## src/rtl/isp_timed_bus_if.sv

```systemverilog
// ---------------------------------------------------------------------------
// isp_timed_bus_if
// Bridges an Avalon-MM slave onto an asynchronous chip-select/strobe bus with
// fixed, parameterised setup / strobe / hold / turnaround timing, and
// synchronises the two external interrupt lines into the clock domain.
//
// Ports
//   csi_clk, csi_reset_n      : clock, synchronous active-low reset
//   avs_address/read/write/
//   writedata/readdata/
//   waitrequest               : Avalon-MM slave
//   ins_hc_irq, ins_dc_irq    : synchronised interrupts
//   CS_N, RD_N, WR_N, A       : external bus control and byte address
//   D_IN, D_OUT, D_OE         : split external data bus (tristate built above)
//   HC_IRQ, DC_IRQ            : raw external interrupts
//   HC_DACK, DC_DACK          : DMA acknowledges, permanently inactive (high)
// ---------------------------------------------------------------------------
module isp_timed_bus_if #(
    parameter int DATA_W   = 32,
    parameter int ADDR_W   = 16,
    parameter int T_SETUP  = 2,
    parameter int T_STROBE = 4,
    parameter int T_HOLD   = 2,
    parameter int T_TURN   = 1
) (
    input  logic              csi_clk,
    input  logic              csi_reset_n,
    input  logic [ADDR_W-1:0] avs_address,
    input  logic              avs_read,
    input  logic              avs_write,
    input  logic [DATA_W-1:0] avs_writedata,
    output logic [DATA_W-1:0] avs_readdata,
    output logic              avs_waitrequest,
    output logic              ins_hc_irq,
    output logic              ins_dc_irq,
    output logic              CS_N,
    output logic              RD_N,
    output logic              WR_N,
    output logic [ADDR_W:0]   A,
    input  logic [DATA_W-1:0] D_IN,
    output logic [DATA_W-1:0] D_OUT,
    output logic              D_OE,
    input  logic              HC_IRQ,
    input  logic              DC_IRQ,
    output logic              DC_DACK,
    output logic              HC_DACK
);

    localparam int T_MAX_A = (T_SETUP > T_STROBE) ? T_SETUP : T_STROBE;
    localparam int T_MAX_B = (T_HOLD > T_TURN) ? T_HOLD : T_TURN;
    localparam int T_MAX   = (T_MAX_A > T_MAX_B) ? T_MAX_A : T_MAX_B;
    // The counter holds "remaining cycles minus one", so T_MAX-1 is its peak.
    localparam int CNT_W   = (T_MAX < 2) ? 1 : $clog2(T_MAX);

    localparam logic [CNT_W-1:0] SETUP_LD  = CNT_W'(T_SETUP - 1);
    localparam logic [CNT_W-1:0] STROBE_LD = CNT_W'(T_STROBE - 1);
    localparam logic [CNT_W-1:0] HOLD_LD   = CNT_W'(T_HOLD - 1);
    localparam logic [CNT_W-1:0] TURN_LD   = CNT_W'((T_TURN > 0) ? (T_TURN - 1) : 0);
    localparam logic [CNT_W-1:0] CNT_ZERO  = CNT_W'(0);
    localparam logic [CNT_W-1:0] CNT_ONE   = CNT_W'(1);

    typedef enum logic [2:0] {
        ST_IDLE   = 3'd0,
        ST_SETUP  = 3'd1,
        ST_STROBE = 3'd2,
        ST_HOLD   = 3'd3,
        ST_TURN   = 3'd4
    } state_t;

    state_t            state_q, state_d;
    logic [CNT_W-1:0]  cnt_q, cnt_d;
    logic [ADDR_W-1:0] addr_q, addr_d;
    logic              wr_q, wr_d;
    logic [DATA_W-1:0] wdata_q, wdata_d;
    logic [DATA_W-1:0] rdata_q, rdata_d;
    logic              cs_n_q, cs_n_d;
    logic              rd_n_q, rd_n_d;
    logic              wr_n_q, wr_n_d;
    logic              d_oe_q, d_oe_d;
    logic              last_q, last_d;
    logic              hc_s1_q, hc_s2_q, dc_s1_q, dc_s2_q;
    logic              req_s, start_s, active_s;

    assign req_s = avs_read | avs_write;

    // Next-state, counter, latched request and registered bus outputs.
    always_comb begin
        state_d = state_q;
        cnt_d   = cnt_q;
        addr_d  = addr_q;
        wr_d    = wr_q;
        wdata_d = wdata_q;
        rdata_d = rdata_q;
        start_s = 1'b0;

        case (state_q)
            ST_IDLE: begin
                if (req_s) begin
                    start_s = 1'b1;
                end else begin
                    cnt_d = CNT_ZERO;
                end
            end
            ST_SETUP: begin
                if (cnt_q == CNT_ZERO) begin
                    state_d = ST_STROBE;
                    cnt_d   = STROBE_LD;
                end else begin
                    cnt_d = cnt_q - CNT_ONE;
                end
            end
            ST_STROBE: begin
                if (cnt_q == CNT_ZERO) begin
                    state_d = ST_HOLD;
                    cnt_d   = HOLD_LD;
                    // Capture on the edge that closes the last strobe cycle.
                    if (!wr_q) begin
                        rdata_d = D_IN;
                    end else begin
                        rdata_d = rdata_q;
                    end
                end else begin
                    cnt_d = cnt_q - CNT_ONE;
                end
            end
            ST_HOLD: begin
                if (cnt_q == CNT_ZERO) begin
                    if (T_TURN == 0) begin
                        state_d = ST_IDLE;
                        cnt_d   = CNT_ZERO;
                    end else begin
                        state_d = ST_TURN;
                        cnt_d   = TURN_LD;
                    end
                end else begin
                    cnt_d = cnt_q - CNT_ONE;
                end
            end
            ST_TURN: begin
                if (cnt_q == CNT_ZERO) begin
                    // A request held off during turnaround starts straight
                    // away so only T_TURN idle cycles separate the accesses.
                    if (req_s) begin
                        start_s = 1'b1;
                    end else begin
                        state_d = ST_IDLE;
                    end
                end else begin
                    cnt_d = cnt_q - CNT_ONE;
                end
            end
            default: begin
                state_d = ST_IDLE;
                cnt_d   = CNT_ZERO;
            end
        endcase

        if (start_s) begin
            state_d = ST_SETUP;
            cnt_d   = SETUP_LD;
            addr_d  = avs_address;
            wr_d    = avs_write & ~avs_read;   // read wins when both asserted
            wdata_d = avs_writedata;
        end else begin
            wr_d = wr_d;
        end

        active_s = (state_d == ST_SETUP) || (state_d == ST_STROBE) || (state_d == ST_HOLD);

        // With no turnaround, chip select stays asserted through the idle
        // cycle after HOLD so a queued access follows without CS_N toggling.
        if ((state_q == ST_HOLD) && (state_d == ST_IDLE)) begin
            cs_n_d = 1'b0;
        end else begin
            cs_n_d = ~active_s;
        end

        rd_n_d = ~((state_d == ST_STROBE) && !wr_d);
        wr_n_d = ~((state_d == ST_STROBE) && wr_d);
        d_oe_d = active_s & wr_d;
        last_d = (state_d == ST_HOLD) && (cnt_d == CNT_ZERO);
    end

    // State, counter, request latch and output registers.
    always_ff @(posedge csi_clk) begin
        if (!csi_reset_n) begin
            state_q <= ST_IDLE;
            cnt_q   <= CNT_ZERO;
            addr_q  <= '0;
            wr_q    <= 1'b0;
            wdata_q <= '0;
            rdata_q <= '0;
            cs_n_q  <= 1'b1;
            rd_n_q  <= 1'b1;
            wr_n_q  <= 1'b1;
            d_oe_q  <= 1'b0;
            last_q  <= 1'b0;
        end else begin
            state_q <= state_d;
            cnt_q   <= cnt_d;
            addr_q  <= addr_d;
            wr_q    <= wr_d;
            wdata_q <= wdata_d;
            rdata_q <= rdata_d;
            cs_n_q  <= cs_n_d;
            rd_n_q  <= rd_n_d;
            wr_n_q  <= wr_n_d;
            d_oe_q  <= d_oe_d;
            last_q  <= last_d;
        end
    end

    // Two-flop interrupt synchronisers.
    always_ff @(posedge csi_clk) begin
        if (!csi_reset_n) begin
            hc_s1_q <= 1'b0;
            hc_s2_q <= 1'b0;
            dc_s1_q <= 1'b0;
            dc_s2_q <= 1'b0;
        end else begin
            hc_s1_q <= HC_IRQ;
            hc_s2_q <= hc_s1_q;
            dc_s1_q <= DC_IRQ;
            dc_s2_q <= dc_s1_q;
        end
    end

    // Stall every requested cycle except the final HOLD cycle; idle, or held
    // in reset, the slave never stalls.
    assign avs_waitrequest = req_s & ~last_q & csi_reset_n;
    assign avs_readdata    = rdata_q;
    assign CS_N            = cs_n_q;
    assign RD_N            = rd_n_q;
    assign WR_N            = wr_n_q;
    assign A               = {addr_q, 1'b0};
    assign D_OUT           = wdata_q;
    assign D_OE            = d_oe_q;
    assign ins_hc_irq      = hc_s2_q;
    assign ins_dc_irq      = dc_s2_q;
    assign HC_DACK         = 1'b1;
    assign DC_DACK         = 1'b1;

endmodule

```

## config.mk

```make
export PLATFORM = sky130hd
export DESIGN_NAME = isp_timed_bus_if
export DESIGN_NICKNAME = d
export VERILOG_FILES = /design/src/rtl/isp_timed_bus_if.sv
export SDC_FILE = /design/constraint.sdc
export NUM_CORES = 1
export LEC_CHECK = 0
export ABC_AREA = 1
export BUFFER_PORTS_ARGS = -buffer_cell sky130_fd_sc_hd__buf_2
export CORE_MARGIN = 5
export CORE_UTILIZATION = 41
export DETAILED_ROUTE_END_ITERATION = 8
export GPL_TIMING_DRIVEN = 0
export HOLD_SLACK_MARGIN = 0.1
export PLACE_DENSITY = 0.78
export RECOVER_POWER = 50
export REMOVE_ABC_BUFFERS = 1
export SYNTH_ARGS = -nofsm -noshare
export SYNTH_HDL_FRONTEND = slang
export SYNTH_SLANG_ARGS = --single-unit
```

## constraint.sdc

```tcl
create_clock -name csi_clk -period 1.31 [get_ports csi_clk]
set_input_delay 0.131 -clock csi_clk [delete_from_list [all_inputs] [get_ports csi_clk]]
set_output_delay 0.131 -clock csi_clk [all_outputs]
set_load 0.05 [all_outputs]
```

# [Yosys cells after proc, flatten, opt, wreduce, memory -nomap -nowiden]
# Cells that the tools add are included.
[classes] n_addsub=1 eq_ne=7 n_mux=19 n_bitwise=11 reduce_logical=12
[ops] op="$mux 3" count=6
[ops] op="$pmux 3 s5" count=1
[ops] op="$eq 3x2->1 const B" count=4
[ops] op="$mux 2" count=6
[ops] op="$pmux 2 s5" count=1
[ops] op="$eq 3x1->1 const B" count=2
[ops] op="$logic_not 3->1" count=2
[ops] op="$not 1->1" count=6
[ops] op="$and 1x1->1" count=4
[ops] op="$logic_and 1x1->1" count=4
[ops] op="$logic_not 2->1" count=2
[ops] op="$mux 1" count=4
[ops] op="$eq 3x3->1 const B" count=1
[ops] op="$reduce_and 3->1" count=1
[ops] op="$logic_or 1x1->1" count=2
[ops] op="$pmux 1 s2" count=1
[ops] op="$sub 2x1->2 const B" count=1
[ops] op="$logic_not 1->1" count=1
[ops] op="$or 1x1->1" count=1
[totals] regBits=95 in_bits=86 out_inout_bits=90 elab_cells=65

# [Longest topological paths before layout]
[logic_depth] ltp_word=10 depth_mapped=9 mapped_depth_nobuf=9

# [Least setup slack after synthesis]
# OpenSTA, ideal clock, no wires.
[synth_timing] path_type="register to output" from="register last_q" to="output avs_waitrequest" arrival_ns=1.370 required_time_ns=1.179 setup_slack_ns=-0.191 stages_incl_launch_ff=2 n_path_buf=0 path_cell_list="dfxtp_1 nor3_1"
[synth_between] elab_chain_cells=3
[synth_rtl] item="start: declaration" line_no="80" text="logic last_q, last_d;"
[synth_rtl] item="start signal: assignment" line_no="209" text="last_q <= last_d;"
[synth_rtl] item="$not 1->1" line_no="230" text="assign avs_waitrequest = req_s & ~last_q & csi_reset_n;"
[synth_rtl] item="$and 1x1->1 (2 in series)" line_no="230"
[synth_rtl] item="end: declaration" line_no="33" text="output logic avs_waitrequest,"
# Every way passes these cells.

# [Final worst setup path]
[layout_timing] from="register cnt_q[0]" to="register rdata_q[11], in the netlist avs_readdata[11]"
[layout_between] elab_chain_cells=2
[layout_rtl] item="start: declaration" line_no="71" text="logic [CNT_W-1:0] cnt_q, cnt_d;"
[layout_rtl] item="start signal: assignment" line_no="200" text="cnt_q <= cnt_d;"
[layout_rtl] item="$logic_not 2->1" line_no="113" text="if (cnt_q == CNT_ZERO) begin"
[layout_rtl] item="$reduce_and 3->1 (no line)"
[layout_rtl] item="end signal: assignment" line_no="204" text="rdata_q <= rdata_d;"
[layout_rtl] item="end: declaration" line_no="75" text="logic [DATA_W-1:0] rdata_q, rdata_d;"
# Every way passes these cells.
# A chain may end at the register's enable or synchronous reset.

==> qor.yml <==
synthesis:
  synth.distinct_cells: 24
  syn_avg_cell_area_um2: 7.89
  seq_area_frac_synth: 0.536
  ys_seq_elements: 95
  synth_area_um2: 3550
  synthCells: 450
  ys_warn_count: 0
routing:
  drc_errors: 0
  drtPass1Iterations: 5
  initialDrtViolationCount: 225
  avgRoutedWirePerCell_um: 17.8
  vias: 4368
  routed_via_density: 5.26
  drt-total-wl_mm: 14.8
  antenna_left: 0
min_path:
  hold_path.class: "in2reg"
  holdPathEnd: "avs_readdata[15]"
  min_path_cells: 3
  min_from: "csi_reset_n"
power:
  p_leak_nw: 2.90
  irDropWorstVdd_v: 0.000889
  total_power_mw: 11.1
  powerDensity_nw_per_um2: 1820
cells_and_area:
  drive_above_1_share: 0.398
  design_area_um2: 6070
  synthToLayoutAreaGrowth_pct: 71.1
  final_cells: 830
  layout.cells.most_common: "buf_2"
  n_antenna_cell: 0
  final_nets: 808
  n_fill_cell: 608
  final_cell_mix: "buf_2 (171), dfxtp_1 (91), dlygate4sd3_1 (86), nor2_1 (64)"
setup_path:
  rr_endpoint: "avs_readdata[11]"
  crit_path_end_kind: "register"
  cp-start-kind: "register"
  reg2reg_from: "cnt_q[0]"
  critPathMaxFanout: 8
  path_class: "reg2reg"
  r2r_slack_ps: -270
  rr_worst_depth: 9
  arrival_ps: 1860
  cp_data_required_time_ps: 1590
global_route:
  grt_max_degree: 54
  antenna_found_initial: 0
  grt_pass1_wl_mm: 21.6
  grt_usage: 0.264
  grt_pass1_vias: 4448
  grt-ovfl-total: 0
die:
  die_width_um: 103
  boundaryPins: 176
  die_area_um2: 10600
  rows: 34
  initial_core_util: 0.413
  die_y_um: 103
  core_um2: 8590
timing:
  fin_crit_ps: 1580
  rsz0062_at_grt: "true"
  worst_slew_pin_slew_ps: 756
  slew_headroom: 0.496
  fin_crit_sh: 1.20
  setup_viol: 90
  fmax_ghz: 0.634
  drv_slew: 0
  hold_viol_final: 0
  setup_ws_ps: -268
  skew_ps: 8.83
clocking:
  cts_buffer_depth: 2
  cts_buffers: 9
  cts_tree: "built"
  ctsHtreeMaxLevel: 3
  path_clk_slew_ps: 90
  insertion_delay_ps: 350
  cts.sinks: 95
  clockRootBuffer: "clkbuf_8"
status:
  outcome: "finished, violations left"
  violations: "negative setup slack"
flow_run:
  cap_violations: 0
placement:
  placed_area_um2: 4370
  port_buffers: 172
  dp_hpwl_mm: 6.66
  place_congestion: 0.847
  dp.cells: 698
[how the worst max path moves through the flow]
stage	cells past startpoint	slack, ps	from	to
after detailed placement	8	-2000	cnt_q[0]	D_OE
after floorplan	9	-1130	cnt_q[0]	RD_N
final	9	-270	cnt_q[0]	avs_readdata[11]
after global placement	8	-1920	cnt_q[0]	D_OE
after CTS	10	-230	cnt_q[1]	RD_N
after global routing	9	-340	cnt_q[0]	avs_readdata[11]
[flip-flops by register name, indices dropped and copies added, names as in the netlist]
register,cells
cnt_q,2
WR_N,1
ins_dc_irq,1
wr_q,1
avs_readdata,32
last_q,1
hc_s1_q,1
ins_hc_irq,1
D_OUT,32
D_OE,1
CS_N,1
addr_q,16
dc_s1_q,1
state_q,3
RD_N,1
[cell usage after synthesis (all sizes together)]
cell / instances / area [um^2]
nand4: 3 / 18.8
conb: 2 / 7.51
a31oi: 1 / 6.26
inv: 18 / 67.6
dfxtp: 95 / 1900
nand3b: 1 / 7.51
nand3: 59 / 300
nor3: 2 / 21.3
buf: 22 / 134
o21ai: 33 / 165
clkbuf: 11 / 41.3
nand2: 72 / 275
a21oi: 52 / 272
nor2: 75 / 282
ha: 4 / 50.1
[cells by family after synthesis]
family | count (synthesis) | synth area share
and+or+nand+nor | 212 | 0.255
AOI/OAI and AO/OA | 86 | 0.125
other | 2 | 0.00212
DFF | 95 | 0.536
buffers and inverters | 51 | 0.0684
adders and majority gates | 4 | 0.0141
[stage by stage]
stage	TNS [ps]	worst slack (ps)	utilization	hold WS (ps)
final	-18060	-268	0.707	149
after global routing	-24980	-342	0.707	141
after CTS	-16230	-234	0.691	107
after detailed placement	-145510	-2000	0.509	318
after global placement	-137740	-1920	0.509	322
after floorplan	-77510	-1130	-	216
[metal layers]
metal | vias up | routed length [um] | track usage
li1 | 2022 | - | -
met1 | 2053 | 5430 | 0.273
met2 | 254 | 7420 | 0.486
met3 | 39 | 1620 | 0.0832
met4 | 0 | 333 | 0.114
met5 | - | 0 | 0
[report_power, final]
group	internal (mW)	switching, mW	leakage [nW]
logic	1.75	3.74	2.03
registers	3.39	0.325	0.780
clock network	0.877	0.997	0.0827
total	6.02	5.06	2.90
[final cells by class]
class	count	area [um^2]	share of cell area
timing repair buffer	281	2010	0.331
sequential	95	1910	0.314
multi-input combinational	313	1750	0.289
clock buffer	12	135	0.0222
tap	108	135	0.0222
inverter	18	86.3	0.0142
clock inverter	3	45.0	0.00742
[repair_timing]
item | in CTS | in global routing
pin swaps | 25 | 10
cloned | 9 | 1
hold endpoints to repair | 87 | 0
setup endpoints to repair | 91 | 90
resized for setup | 64 | 37
buffers inserted | 20 | 2
hold buffers | 86 | 0
[worst max-delay path, cell delays in order, from the launching register on]
cell and delay, ps:
dfxtp_2 330, inv_2 70, ha_4 150, clkinvlp_4 130
buf_6 160, nor3_4 110, buf_6 150, buf_6 140
o21ai_0 120, nor2_1 140
Power figures use the tool's default switching activity.
